`src/rtl/bn_segment_pkg.sv`:
```
// Shared formats for the batch-norm/requantize stage.
// Fixed-point constants and saturation helpers.
package bn_segment_pkg;

    localparam int ACC_FRAC   = 14;
    localparam int FRAC_BITS  = 7;
    localparam int SCALE_FRAC = 8;

    localparam int     RQ_SHIFT  = ACC_FRAC + SCALE_FRAC - FRAC_BITS;
    localparam longint RQ_RND    = longint'(1) << (RQ_SHIFT - 1);
    localparam int     SCALE_ONE = 1 << SCALE_FRAC;

    function automatic longint sat_max(int w);
        return (longint'(1) << (w - 1)) - 1;
    endfunction

    function automatic longint sat_min(int w);
        return -(longint'(1) << (w - 1));
    endfunction

endpackage

```
`src/rtl/bn_coef_rf.sv`:
```
// Per-channel scale/bias register file.
// One registered write port, one combinational read port.
module bn_coef_rf
    import bn_segment_pkg::*;
#(
    parameter int NUM_CH      = 16,
    parameter int CH_BITS     = 4,
    parameter int SCALE_WIDTH = 16,
    parameter int DATA_WIDTH  = 26
) (
    input  logic                   clk,
    input  logic                   rst,
    input  logic                   we,
    input  logic [CH_BITS-1:0]     waddr,
    input  logic [SCALE_WIDTH-1:0] wscale,
    input  logic [DATA_WIDTH-1:0]  wbias,
    input  logic [CH_BITS-1:0]     raddr,
    output logic [SCALE_WIDTH-1:0] rscale,
    output logic [DATA_WIDTH-1:0]  rbias
);

    logic [SCALE_WIDTH-1:0] scale_q [NUM_CH];
    logic [DATA_WIDTH-1:0]  bias_q  [NUM_CH];

    always_ff @(posedge clk or negedge rst) begin
        if (!rst) begin
            for (int i = 0; i < NUM_CH; i++) begin
                scale_q[i] <= SCALE_WIDTH'(SCALE_ONE);
                bias_q[i]  <= '0;
            end
        end else if (we && (32'(waddr) < NUM_CH)) begin
            scale_q[waddr] <= wscale;
            bias_q[waddr]  <= wbias;
        end
    end

    // Reads see the pre-write contents in the write cycle.
    assign rscale = scale_q[raddr];
    assign rbias  = bias_q[raddr];

endmodule

```
`src/rtl/bn_segment.sv`:
```
// Batch-norm/requantize: acc*scale, round to Q.7, add bias, saturate.
// Four-stage pipeline, no backpressure.
module bn_segment
    import bn_segment_pkg::*;
#(
    parameter int ACC_WIDTH   = 32,
    parameter int DATA_WIDTH  = 26,
    parameter int SCALE_WIDTH = 16,
    parameter int NUM_CH      = 16,
    parameter int CH_BITS     = 4
) (
    input  logic                   clk,
    input  logic                   rst,
    input  logic [ACC_WIDTH-1:0]   acc_in,
    input  logic                   en,
    input  logic                   ch_clr,
    input  logic                   coef_we,
    input  logic [CH_BITS-1:0]     coef_addr,
    input  logic [SCALE_WIDTH-1:0] coef_scale,
    input  logic [DATA_WIDTH-1:0]  coef_bias,
    output logic [DATA_WIDTH-1:0]  output_data,
    output logic [CH_BITS-1:0]     ch_out,
    output logic                   valid
);

    localparam int PW    = ACC_WIDTH + SCALE_WIDTH;
    localparam int SUM_W = PW + 2;
    localparam logic signed [SUM_W-1:0] SMAX = SUM_W'(sat_max(DATA_WIDTH));
    localparam logic signed [SUM_W-1:0] SMIN = SUM_W'(sat_min(DATA_WIDTH));

    logic [CH_BITS-1:0]     ch_cnt, ch_sel, ch_nxt;
    logic [SCALE_WIDTH-1:0] rd_scale;
    logic [DATA_WIDTH-1:0]  rd_bias;

    logic                          s1_v, s2_v, s3_v;
    logic signed [ACC_WIDTH-1:0]   s1_acc;
    logic signed [SCALE_WIDTH-1:0] s1_scale;
    logic [DATA_WIDTH-1:0]         s1_bias, s2_bias;
    logic [CH_BITS-1:0]            s1_ch, s2_ch, s3_ch;
    logic signed [PW-1:0]          s2_prod;
    logic signed [SUM_W-1:0]       s3_sum;

    logic signed [PW:0]       prod_rnd, r;
    logic signed [SUM_W-1:0]  sum;
    logic [DATA_WIDTH-1:0]    sat;

    bn_coef_rf #(
        .NUM_CH      (NUM_CH),
        .CH_BITS     (CH_BITS),
        .SCALE_WIDTH (SCALE_WIDTH),
        .DATA_WIDTH  (DATA_WIDTH)
    ) u_rf (
        .clk    (clk),
        .rst    (rst),
        .we     (coef_we),
        .waddr  (coef_addr),
        .wscale (coef_scale),
        .wbias  (coef_bias),
        .raddr  (ch_sel),
        .rscale (rd_scale),
        .rbias  (rd_bias)
    );

    // ch_clr with en makes the current sample use channel 0.
    always_comb begin
        ch_sel = ch_clr ? '0 : ch_cnt;
        ch_nxt = ch_sel;
        if (en) begin
            if (32'(ch_sel) == NUM_CH - 1) ch_nxt = '0;
            else                            ch_nxt = ch_sel + 1'b1;
        end
    end

    always_comb begin
        prod_rnd = {s2_prod[PW-1], s2_prod} + (PW+1)'(RQ_RND);
        r        = prod_rnd >>> RQ_SHIFT;
        sum      = {r[PW], r}
                 + {{(SUM_W-DATA_WIDTH){s2_bias[DATA_WIDTH-1]}}, s2_bias};
    end

    always_comb begin
        if (s3_sum > SMAX)      sat = SMAX[DATA_WIDTH-1:0];
        else if (s3_sum < SMIN) sat = SMIN[DATA_WIDTH-1:0];
        else                    sat = s3_sum[DATA_WIDTH-1:0];
    end

    always_ff @(posedge clk or negedge rst) begin
        if (!rst) begin
            ch_cnt      <= '0;
            s1_v        <= 1'b0;
            s2_v        <= 1'b0;
            s3_v        <= 1'b0;
            valid       <= 1'b0;
            s1_acc      <= '0;
            s1_scale    <= '0;
            s1_bias     <= '0;
            s1_ch       <= '0;
            s2_prod     <= '0;
            s2_bias     <= '0;
            s2_ch       <= '0;
            s3_sum      <= '0;
            s3_ch       <= '0;
            output_data <= '0;
            ch_out      <= '0;
        end else begin
            ch_cnt <= ch_nxt;
            s1_v   <= en;
            s2_v   <= s1_v;
            s3_v   <= s2_v;
            valid  <= s3_v;
            if (en) begin
                s1_acc   <= acc_in;
                s1_scale <= rd_scale;
                s1_bias  <= rd_bias;
                s1_ch    <= ch_sel;
            end
            if (s1_v) begin
                s2_prod <= $signed({{SCALE_WIDTH{s1_acc[ACC_WIDTH-1]}}, s1_acc})
                         * $signed({{ACC_WIDTH{s1_scale[SCALE_WIDTH-1]}}, s1_scale});
                s2_bias <= s1_bias;
                s2_ch   <= s1_ch;
            end
            if (s2_v) begin
                s3_sum <= sum;
                s3_ch  <= s2_ch;
            end
            if (s3_v) begin
                output_data <= sat;
                ch_out      <= s3_ch;
            end
        end
    end

endmodule

```
`config.mk`:
```
export PLATFORM = sky130hd
export DESIGN_NAME = bn_segment
export DESIGN_NICKNAME = d
export VERILOG_FILES = /design/src/rtl/bn_segment_pkg.sv /design/src/rtl/bn_coef_rf.sv /design/src/rtl/bn_segment.sv
export SDC_FILE = /design/constraint.sdc
export NUM_CORES = 2
export LEC_CHECK = 0
export CELL_PAD_IN_SITES_DETAIL_PLACEMENT = 0
export CELL_PAD_IN_SITES_GLOBAL_PLACEMENT = 1
export CORE_AREA = 2 2 392 432
export CTS_BUF_LIST = sky130_fd_sc_hd__clkbuf_4
export DETAILED_ROUTE_END_ITERATION = 8
export DIE_AREA = 0 0 394 434
export PLACE_DENSITY = 0.59
export SETUP_SLACK_MARGIN = 0.5
export SLEW_MARGIN = 20
export SYNTH_ARGS = -nofsm -noshare
export SYNTH_HDL_FRONTEND = slang
export SYNTH_HIERARCHICAL = 1
export SYNTH_SLANG_ARGS = --single-unit
```
`constraint.sdc`:
```
create_clock -name clk -period 7 [get_ports clk]
set_input_delay 1.05 -clock clk [delete_from_list [all_inputs] [get_ports clk]]
set_output_delay 1.05 -clock clk [all_outputs]
set_load 0.02 [all_outputs]
```
==> impl_metrics.json <==
{
  "ff_latch_area_um2": 22400,
  "dp_slack_ps": 162,
  "finalHoldViolCount": 0,
  "postRouteAntennaNets": 0,
  "synthCells": 4683,
  "fmaxAchievable_mhz": 155,
  "vias": 36778,
  "finalSetupViolCount": 0,
  "globalRouteTotalUtil_pct": 19.1,
  "grt_pass1_vias": 39882,
  "finalWirelength_mm": 163,
  "setup-tns-final_ps": 0,
  "clk_pin_slew_ps": 60,
  "antenna_found_initial": 24,
  "syn2layout_area_growth_pct": 14.4,
  "crit_required_ps": 8040,
  "port_buffers": 113,
  "syn-num-nets": 5399,
  "synthDistinctLibCells": 71,
  "numClockSinks": 891,
  "r2r-start": "s1_scale[3]",
  "synth_area_um2": 58000,
  "worst_pin_slew_ps": 1100,
  "fin_ws_ps": 562,
  "cts_buffers": 274,
  "skew_ps": 117,
  "seq_area_frac_synth_pct": 38.5,
  "synth_largest_area_cell": "dfrtp_1",
  "slew_headroom_pct": 26.6,
  "avgSynthCellArea_um2": 12.4,
  "synth-seq-cells": 891,
  "die-area_um2": 171000,
  "yosys.area.top_type_share_pct": 37.7,
  "worst-setup-path-type": "reg2reg",
  "cp_slowest_stage_delay_ps": 550,
  "overflow": 0,
  "drc": 0,
  "die_w_um": 394,
  "min_from": "en",
  "io_pins": 114,
  "outcome": "completed",
  "grt_pass1_wl_mm": 247,
  "timing.critical_path.from": "s1_scale[3]",
  "cts_root_buf": "clkbuf_4",
  "synth_flop_cell": "dfrtp_1",
  "final_cell_mix": "dfrtp_1 (848), mux2_2 (789), inv_1 (590), fa_1 (466), clkbuf_4 (386)",
  "grt_max_degree": 176,
  "initial_utilization_pct": 34.9,
  "final_net_count": 5670,
  "critPathMaxFanout": 9,
  "num-fill-cells": 16148,
  "via_per_inst": 5.00,
  "yosysWarnings": 6,
  "dr.pass1.iters": 5,
  "h-tree-depth": 5,
  "cp_slowest_cell": "fa_2",
  "cap_violations": 0,
  "core-area_um2": 166000,
  "min_period_ps": 6440,
  "place.gp.congestion": 0.797,
  "hpwl_mm": 104,
  "holdWs_ps": 436,
  "tritoncts": "yes",
  "final_common_cell": "dfrtp_1",
  "die_y_um": 434,
  "async_flop_share_pct": 100,
  "wl_per_cell_um": 22.1,
  "cp_top_family": "adder cells",
  "critPathBufInv": 5,
  "cts_buffer_depth": 4,
  "crit_chain": "clkbuf_16 > and2_1 > fa_1 > inv_2 > fa_2 > inv_1 > fa_1 > inv_1 > fa_2 > fa_2 > fa_1 > inv_2 > ha_4 > a21o_1 > a21o_1 > a21o_1 > a221o_1 > a311oi_2 > o21ai_4 > a221oi_4 > xnor2_1 > mux2_4",
  "drtIter0Drc": 1555,
  "synth_edf_count": 0,
  "cp-start-kind": "flip-flop",
  "min_path_type": "in2reg",
  "num_rows": 157,
  "yosys-top-cells-area": "dfrtp_1 (38%), fa_1 (17%), mux2_2 (15%)",
  "end_kind": "flip-flop",
  "period_share_pct": 92.0,
  "final_area_um2": 66400,
  "placed_cell_area_um2": 62000,
  "multiInputGateArea_um2": 32800,
  "worstPathArrival_ps": 7480,
  "layout-drive-gt1-share_pct": 34.0,
  "rsz0062_at_grt": "yes",
  "slew_violations": 0,
  "clkLatencyLatePin_ps": 1250
}
==> path summary, 6_finish.rpt <==
| check | to | slack (ps) | cells after the start |
|---|---|---|---|
| worst max-delay path | s2_prod[44] | 560 | 22 |
| worst min-delay path | s1_v | 440 | 1 |
| worst max register to register | s2_prod[44] | 560 | 22 |
| worst min register to register | output_data[12] | 480 | 2 |
| max in group asynchronous | s2_bias[18] | 4880 | 3 |
| min in group asynchronous | u_rf/bias_q[305] | 460 | 2 |
==> state kept, by name, indices dropped and copies added (netlist names), 4 cells and up <==
name,flops
u_rf/scale_q,256
s2_bias,26
s3_sum,35
s1_acc,32
s2_ch,4
ch_cnt,4
s2_prod,34
u_rf/bias_q,416
s1_bias,26
output_data,26
s1_scale,16
s1_ch,4
ch_out,4
s3_ch,4
==> cell usage after synthesis, drive strengths merged, types with 11 or more instances <==
cell / instances
mux4: 168
a21oi: 64
fa: 486
a31oi: 12
and2: 214
nand4: 16
nor2b: 16
clkbuf: 180
mux2: 837
nand2: 377
o22ai: 26
xnor2: 71
inv: 602
a21o: 39
and3: 18
a211oi: 11
o21ai: 37
nand3: 37
nor3: 21
nor2: 98
nand2b: 15
ha: 147
dfrtp: 875
xor2: 25
buf: 101
dfstp: 16
a22oi: 84
==> metrics by stage <==
stage	cells	util, %
after CTS	7314	39.4
final	7359	39.9
after detailed placement	6859	37.3
after floorplan	4683	-
after global routing	7355	39.9
after global placement	6858	37.3
==> kinds of logic after synthesis <==
family                   after synthesis  synth area share, %
multiplexers                        1005                 23.0
flip-flops                           891                 38.5
buffers and inverters                884                 6.01
AND/OR/NAND/NOR                      847                 7.09
adder cells (fa/ha/maj)              633                 19.9
AO/OA/AOI/OAI                        327                 3.99
XOR/XNOR                              96                 1.45
==> repair_timing <==
item                                   CTS  global route
buffers inserted                        11            25
endpoints found under the hold margin   97             0
hold buffers                             1             0
resized for setup                       52            95
pin swaps                               28            47
setup endpoints to repair               23            26
cloned                                   1             6
==> worst reg2reg max path, cell delays in order, from the launching register on <==
cell,delay (ps)
dfrtp_2,480
clkbuf_16,200
and2_1,180
fa_1,520
inv_2,50
fa_2,540
inv_1,50
fa_1,480
inv_1,50
fa_2,550
fa_2,450
fa_1,520
inv_2,50
ha_4,170
a21o_1,190
a21o_1,180
a21o_1,170
a221o_1,360
a311oi_2,330
o21ai_4,150
a221oi_4,300
xnor2_1,110
mux2_4,250
==> metal layers <==
layer / global-route usage (%) / up-vias / share of wire (%)
li1: - / 16315 / -
met1: 25.3 / 19463 / 45
met2: 31.0 / 719 / 48
met3: 4.79 / 251 / 5.1
met4: 5.14 / 30 / 2.2
met5: 0 / - / 0.12
==> final cells by class <==
cell class	count	share of cell area (%)
sequential	891	33.7
tap	2226	4.20
inverter	603	3.41
clock inverter	56	0.492
clock buffer	386	4.37
timing repair buffer	276	4.33
antenna	13	0.0490
multi-input combinational	2908	49.4
Power is not shown: default switching activity piles up to over one toggle a cycle in this logic, so the estimate is an artifact.
